`config.mk`:
```
export PLATFORM = sky130hd
export DESIGN_NAME = pfc_rx_ctrl
export DESIGN_NICKNAME = d
export VERILOG_FILES = /design/src/rtl/pfc_rx_ctrl.sv
export SDC_FILE = /design/constraint.sdc
export NUM_CORES = 1
export LEC_CHECK = 0
export CAP_MARGIN = 0
export CORE_ASPECT_RATIO = 0.7
export CORE_MARGIN = 5
export CORE_UTILIZATION = 44
export DETAILED_ROUTE_END_ITERATION = 16
export MAX_ROUTING_LAYER = met4
export RECOVER_POWER = 100
export SYNTH_ARGS = -nofsm -noshare
export SYNTH_HDL_FRONTEND = slang
export SYNTH_SLANG_ARGS = --single-unit
```
`constraint.sdc`:
```
create_clock -name clk -period 3.3 [get_ports clk]
set_clock_uncertainty 0.05 [all_clocks]
set_input_delay 0.66 -clock clk [delete_from_list [all_inputs] [get_ports clk]]
set_output_delay 0.66 -clock clk [all_outputs]
set_load 0.005 [all_outputs]
```
`src/rtl/pfc_rx_ctrl.sv`:
```
// Receive-side MAC-control flow-control engine: parses 802.3x PAUSE and
// 802.1Qbb PFC frames and keeps one pause-quanta timer per priority class.
module pfc_rx_ctrl #(
  parameter int unsigned NUM_CLASSES = 8,
  parameter int unsigned QUANTA_CYC  = 64,
  parameter int unsigned MIN_LEN     = 64,
  parameter int unsigned MAX_LEN     = 1518
) (
  input  logic                   clk,
  input  logic                   rst,
  input  logic                   en,
  input  logic [7:0]             rx_data,
  input  logic                   rx_dv,
  input  logic                   frame_end,
  input  logic                   frame_good,
  input  logic [15:0]            frame_len,
  input  logic [47:0]            station_addr,
  input  logic                   pfc_enable,
  output logic [NUM_CLASSES-1:0] pause_o,
  output logic                   pause_rcvd,
  output logic                   pfc_rcvd,
  output logic                   ctrl_frame,
  output logic                   bad_opcode
);

  localparam int unsigned PW       = (QUANTA_CYC > 1) ? $clog2(QUANTA_CYC) : 1;
  localparam logic [47:0] MC_DA    = 48'h0180_C200_0001;
  localparam logic [15:0] OP_PAUSE = 16'h0001;
  localparam logic [15:0] OP_PFC   = 16'h0101;

  logic                         rxDvPrev;
  logic [5:0]                   byteIdx;
  logic                         daMcast;
  logic                         daUcast;
  logic                         typeHi;
  logic                         typeOk;
  logic [15:0]                  opcode;
  logic [15:0]                  pauseQ;
  logic [7:0]                   pfcVec;
  logic [NUM_CLASSES-1:0][15:0] pfcQ;
  logic [NUM_CLASSES-1:0][15:0] timer;
  logic [NUM_CLASSES-1:0][15:0] timerNext;
  logic [NUM_CLASSES-1:0]       activeNext;
  logic [NUM_CLASSES-1:0]       load;
  logic [PW-1:0]                presc;
  logic [PW-1:0]                prescNext;

  logic       firstByte;
  logic [5:0] curIdx;
  logic [7:0] mcastByte;
  logic [7:0] ucastByte;
  logic       daMcastCur;
  logic       daUcastCur;
  logic       lenOk;
  logic       ctrlOk;
  logic       doPause;
  logic       doPfc;
  logic       anyActive;
  logic       tick;

  // A rising rx_dv starts a new frame and restarts the byte index at 0.
  assign firstByte  = rx_dv & ~rxDvPrev;
  assign curIdx     = firstByte ? 6'd0 : byteIdx;
  assign daMcastCur = firstByte | daMcast;
  assign daUcastCur = firstByte | daUcast;

  always_comb begin
    mcastByte = 8'h00;
    ucastByte = 8'h00;
    case (curIdx)
      6'd0: begin mcastByte = MC_DA[47:40]; ucastByte = station_addr[47:40]; end
      6'd1: begin mcastByte = MC_DA[39:32]; ucastByte = station_addr[39:32]; end
      6'd2: begin mcastByte = MC_DA[31:24]; ucastByte = station_addr[31:24]; end
      6'd3: begin mcastByte = MC_DA[23:16]; ucastByte = station_addr[23:16]; end
      6'd4: begin mcastByte = MC_DA[15:8];  ucastByte = station_addr[15:8];  end
      6'd5: begin mcastByte = MC_DA[7:0];   ucastByte = station_addr[7:0];   end
      default: ;
    endcase
  end

  assign lenOk   = (frame_len >= 16'(MIN_LEN)) && (frame_len <= 16'(MAX_LEN));
  assign ctrlOk  = frame_end & frame_good & typeOk & lenOk;
  assign doPause = ctrlOk & (daMcast | daUcast) & (opcode == OP_PAUSE);
  assign doPfc   = ctrlOk & (daMcast | daUcast) & (opcode == OP_PFC) & pfc_enable;

  // Timer next-state: a load beats a coincident tick for that class only.
  always_comb begin
    anyActive  = 1'b0;
    timerNext  = timer;
    load       = '0;
    activeNext = '0;
    for (int i = 0; i < NUM_CLASSES; i++) begin
      if (timer[i] != 16'd0) anyActive = 1'b1;
    end
    tick = anyActive && (presc == PW'(QUANTA_CYC - 1));
    for (int i = 0; i < NUM_CLASSES; i++) begin
      load[i] = doPause | (doPfc & pfcVec[i]);
      if (load[i])
        timerNext[i] = doPause ? pauseQ : pfcQ[i];
      else if (tick && (timer[i] != 16'd0))
        timerNext[i] = timer[i] - 16'd1;
      activeNext[i] = (timerNext[i] != 16'd0);
    end
    if ((|load) || !anyActive || tick)
      prescNext = '0;
    else
      prescNext = presc + PW'(1);
  end

  always_ff @(posedge clk) begin
    if (rst) begin
      rxDvPrev   <= 1'b0;
      byteIdx    <= 6'd0;
      daMcast    <= 1'b0;
      daUcast    <= 1'b0;
      typeHi     <= 1'b0;
      typeOk     <= 1'b0;
      opcode     <= 16'd0;
      pauseQ     <= 16'd0;
      pfcVec     <= 8'd0;
      pfcQ       <= '0;
      timer      <= '0;
      presc      <= '0;
      pause_o    <= '0;
      pause_rcvd <= 1'b0;
      pfc_rcvd   <= 1'b0;
      ctrl_frame <= 1'b0;
      bad_opcode <= 1'b0;
    end else if (en) begin
      rxDvPrev <= rx_dv;
      if (rx_dv) begin
        byteIdx <= (curIdx == 6'd63) ? 6'd63 : curIdx + 6'd1;
        // Restarting a frame discards everything captured from the previous one.
        if (firstByte) begin
          typeHi <= 1'b0;
          typeOk <= 1'b0;
          opcode <= 16'd0;
          pauseQ <= 16'd0;
          pfcVec <= 8'd0;
          pfcQ   <= '0;
        end
        if (curIdx < 6'd6) begin
          daMcast <= daMcastCur & (rx_data == mcastByte);
          daUcast <= daUcastCur & (rx_data == ucastByte);
        end
        case (curIdx)
          6'd12: typeHi <= (rx_data == 8'h88);
          6'd13: typeOk <= typeHi & (rx_data == 8'h08);
          6'd14: opcode[15:8] <= rx_data;
          6'd15: opcode[7:0]  <= rx_data;
          6'd16: pauseQ[15:8] <= rx_data;
          6'd17: begin
            pauseQ[7:0] <= rx_data;
            pfcVec      <= rx_data;
          end
          default: ;
        endcase
        for (int i = 0; i < NUM_CLASSES; i++) begin
          if (curIdx == 6'(18 + 2 * i)) pfcQ[i][15:8] <= rx_data;
          if (curIdx == 6'(19 + 2 * i)) pfcQ[i][7:0]  <= rx_data;
        end
      end
      timer      <= timerNext;
      presc      <= prescNext;
      pause_o    <= activeNext;
      pause_rcvd <= doPause;
      pfc_rcvd   <= doPfc;
      ctrl_frame <= ctrlOk;
      bad_opcode <= ctrlOk & (opcode != OP_PAUSE) & (opcode != OP_PFC);
    end
  end

endmodule

```
==> impl_metrics.tcl, run 1 <==
set metrics [dict create \
    grt_pass1_wl_um 111000 \
    viasPerCell 6.10 \
    crit_path_end_kind "flop" \
    synth_seq_area_share_pct 34.8 \
    syn_nets 2548 \
    synth_top_area_cell "dfxtp_1" \
    p_sw_mw 2.14 \
    hold_viol_final 0 \
    crit_top_cell "buf_4" \
    swShare_pct 24.1 \
    syn_area_um2 18200 \
    crit-reg2reg-launch "opcode[7]$_SDFFE_PP0P_" \
    grt_start_max_net_pins 179 \
    reg2regPathDepth 11 \
    path_cells "dlygate4sd2_1 > nor3b_2 > buf_4 > o211ai_1 > a21boi_4 > buf_12 > buf_4 > nor4_4 > clkbuf_1 > nand2_1 > clkbuf_2 > a31oi_2 > or4_4 > nor4b_4 > a31oi_1" \
    pre_cts_ws_ns -0.788 \
    grt_overflow 0 \
    peakVddDrop_v 0.000401 \
    die_area_um2 45700 \
    arrival_ns 3.65 \
    setup_ws_ns 0.00251 \
    setup_violations 0 \
    finalCritPeriodShare_pct 99.9 \
    cpLargestDelayFamily "simple AND/OR/NAND/NOR gates" \
    top_layer "met4" \
    drc 0 \
    grt_usage_pct 31.5 \
    crit_slowest_cell "or4_4" \
    required_ns 3.65 \
    fin_crit_ns 3.30 \
    power_frac_comb_pct 7.5 \
    pwr-share-clk_pct 48.8 \
    crit_start "frame_len[5]" \
    via_count 20107 \
    synth_area_leaders "dfxtp_1 35%, a21oi_1 7.6%, nand2_1 7.0%, nand3_1 6.3%, nor2_1 5.2%" \
    numPortBuffers 90 \
    antenna_left 0 \
    drv_slew 79 \
    dominantRegCellSynth "dfxtp_1" \
    coreArea_um2 41000 \
    cts_made_buffers 36 \
    drive_above_1_share_pct 16.1 \
    grt_antenna_before_repair 2 \
    path_clk_slew_ns 0.06 \
    wl_met2_um 30300 \
    drt_iter0_markers 2489 \
    async_reset_ff_share_pct 0 \
    critPathBufInv 6 \
    crit_fanout 6 \
    drt_pass1_iterations 6 \
    intPower_mw 6.73 \
    ys_types 79 \
    finalPower_mw 8.87 \
    critical_path.max_stage_delay_ns 0.57 \
    worst_pin_slew_ns 1.93 \
    hpwl_um 51800 \
    synth_top_cell_area_share_pct 34.8 \
    reg2reg_to "pause_o[5]$_SDFFE_PP0P_" \
    fp.dieH_um 180 \
    critical_path_depth 15 \
    synth_warnings 0 \
    final_nets 2824 \
    boundaryPins 91 \
    gp_congestion 0.981 \
    wl_met3_um 7810 \
    wl_met1_um 32400 \
    clockRootBuffer "clkbuf_16" \
    outcome "complete, but fails checks" \
    avgSynthCellArea_um2 7.44 \
    pwr_density_cell_nw_per_um2 384 \
    grt_pass1_vias 18755 \
    clock_sink_count 317 \
    drv_cap 1 \
    clock_latency_ns 0.54 \
    clk_path_buf_depth 3 \
    routedWlPerCell_um 22.1 \
    max_freq_ghz 0.303 \
    rows 62 \
    relSlewSlack_pct -28.6 \
    crit_end "pause_o[7]$_SDFFE_PP0P_" \
    p_seq_share_pct 43.6 \
    die_w_um 253 \
    hp-class "in -> reg" \
    rrSetupSlack_ns 0.10 \
    synthCells 2451 \
    leakage_nw 8.89 \
    violations "capacitance limit, slew limit" \
    synth_edf_count 0 \
    cts_tree "yes" \
    path_class "in -> reg" \
    start_util_pct 44.5 \
    startpoint_type "input port" \
    wl_um 72900 \
    cts-htree-levels 2 \
    synth_seq_cells 317 \
    syn_to_final_growth_pct 26.5 \
    hold_buffers 0 \
]
## Yosys cell counts, drive strengths merged (30+ instances only)
cell / n
nand2: 342
dfxtp: 317
a21oi: 277
nor2: 254
nand3: 228
clkbuf: 147
mux2i: 73
nor3: 64
xnor2: 63
o21ai: 61
xor2: 61
nor4: 59
a211oi: 52
a31oi: 42
nand4: 34
buf: 32
and2: 30
## what timing repair did
action,CTS,global route
endpoints found under the setup margin,43,31
endpoints found under the hold margin,0,0
pin swaps,11,25
gates cloned,1,0
setup buffers,2,13
gates resized for setup,11,39
## metal layers
metal	vias to the layer above	global-route usage, %
met1	9556	45.4
met5	-	-
met4	0	10.1
li1	9344	-
met2	1021	43.3
met3	186	7.27
## layout make-up
cell class                 count  area (um2)
inverter                      25        93.8
clock buffer                  51        1030
timing repair buffer         416        3430
fill                        3871       17900
antenna                        3        7.51
clock inverter                10         200
tap                          544         681
multi-input combinational   1931       11300
sequential                   317        6350
## registers in the layout, summed over array words and instances (netlist names)
name / flops
pfcQ: 128
opcode: 16
byteIdx: 6
typeHi: 1
timer: 128
pauseQ: 16
typeOk: 1
pause_o: 8
daMcast: 1
bad_opcode: 1
presc: 6
ctrl_frame: 1
pfc_rcvd: 1
pause_rcvd: 1
daUcast: 1
rxDvPrev: 1
## metrics by stage
step | cells | hold WS (ns) | cell area, um2 | utilization (%) | setup TNS [ns]
floorplan | 2451 | 0.393 | 18200 | - | 0
global placement | 3218 | 0.401 | 21600 | 52.8 | -55.71
detailed placement | 3218 | 0.405 | 21600 | 52.8 | -62.48
CTS | 3282 | 0.382 | 23000 | 56.0 | -0.00927
global route | 3296 | 0.387 | 23100 | 56.4 | -0.00201
finish | 3297 | 0.391 | 23100 | 56.4 | 0
## power by group through the flow
| stage | clock network [mW] | registers (mW) | logic, mW |
|---|---|---|---|
| 6_report | 4.33 | 3.87 | 0.667 |
| 4_1_cts | 4.37 | 3.87 | 0.662 |
| 2_1_floorplan | 0 | 3.95 | 0.330 |
| 3_5_place_dp | 0 | 3.96 | 0.656 |
| 5_1_grt | 4.54 | 3.87 | 0.699 |
| 3_3_place_gp | 0 | 3.96 | 0.653 |
## how the worst min path moves through the flow
| stage | cells after the start | start | slack (ns) | endpoint |
|---|---|---|---|---|
| finish | 3 | en | 0.39 | pfc_rcvd$_SDFFE_PP0P_ |
| global route | 3 | en | 0.39 | pfc_rcvd$_SDFFE_PP0P_ |
| CTS | 3 | en | 0.38 | pfc_rcvd$_SDFFE_PP0P_ |
| detailed placement | 2 | pfcQ[95]$_SDFFE_PP0P_ | 0.40 | pfcQ[95]$_SDFFE_PP0P_ |
| global placement | 2 | pfcQ[53]$_SDFFE_PP0P_ | 0.40 | pfcQ[53]$_SDFFE_PP0P_ |
| floorplan | 2 | pfcQ[102]$_SDFFE_PP0P_ | 0.39 | pfcQ[102]$_SDFFE_PP0P_ |
## placed cells by master, fill, tap and decap left out, types with 28 or more instances in the layout
master / Yosys / layout
nor3_1: 62 / 60
a31oi_1: 42 / 37
a22oi_1: 28 / 28
nor4_1: 53 / 48
nor2_1: 254 / 254
buf_4: 1 / 287
dfxtp_1: 317 / 317
xor2_1: 61 / 61
nand4_1: 34 / 34
clkdlybuf4s50_1: 0 / 66
a21oi_1: 276 / 274
a211oi_1: 52 / 44
nand2_1: 341 / 340
mux2i_1: 73 / 73
o21ai_0: 60 / 60
clkbuf_16: 0 / 37
xnor2_1: 63 / 63
nand3_1: 228 / 228
## worst register-to-register path: cells and delay by family, from the launching register on
family,cells,cell delay (ns)
buffers and inverters,2,0.44
DFF,1,0.33
AOI/OAI and AO/OA,3,0.50
and+or+nand+nor,6,1.76
## cell families (layout without fill, tap and decap cells)
family,Yosys count,after routing,share of synthesized area [%]
muxes,74,74,4.07
other,0,3,0
AOI/OAI and AO/OA,560,560,18.8
and+or+nand+nor,1154,1155,30.8
DFF,317,317,34.8
buffers and inverters,204,502,4.45
xor gates and xnor gates,124,124,5.95
adders and majority gates,18,18,1.23
(Power assumes the default switching activity.)
==> inputs of run 2 (changes only) <==
TNS_END_PERCENT = 50   (was unset)
==> results of run 2 <==
The final DEF is identical to that of run 1; final timing and power are the same.
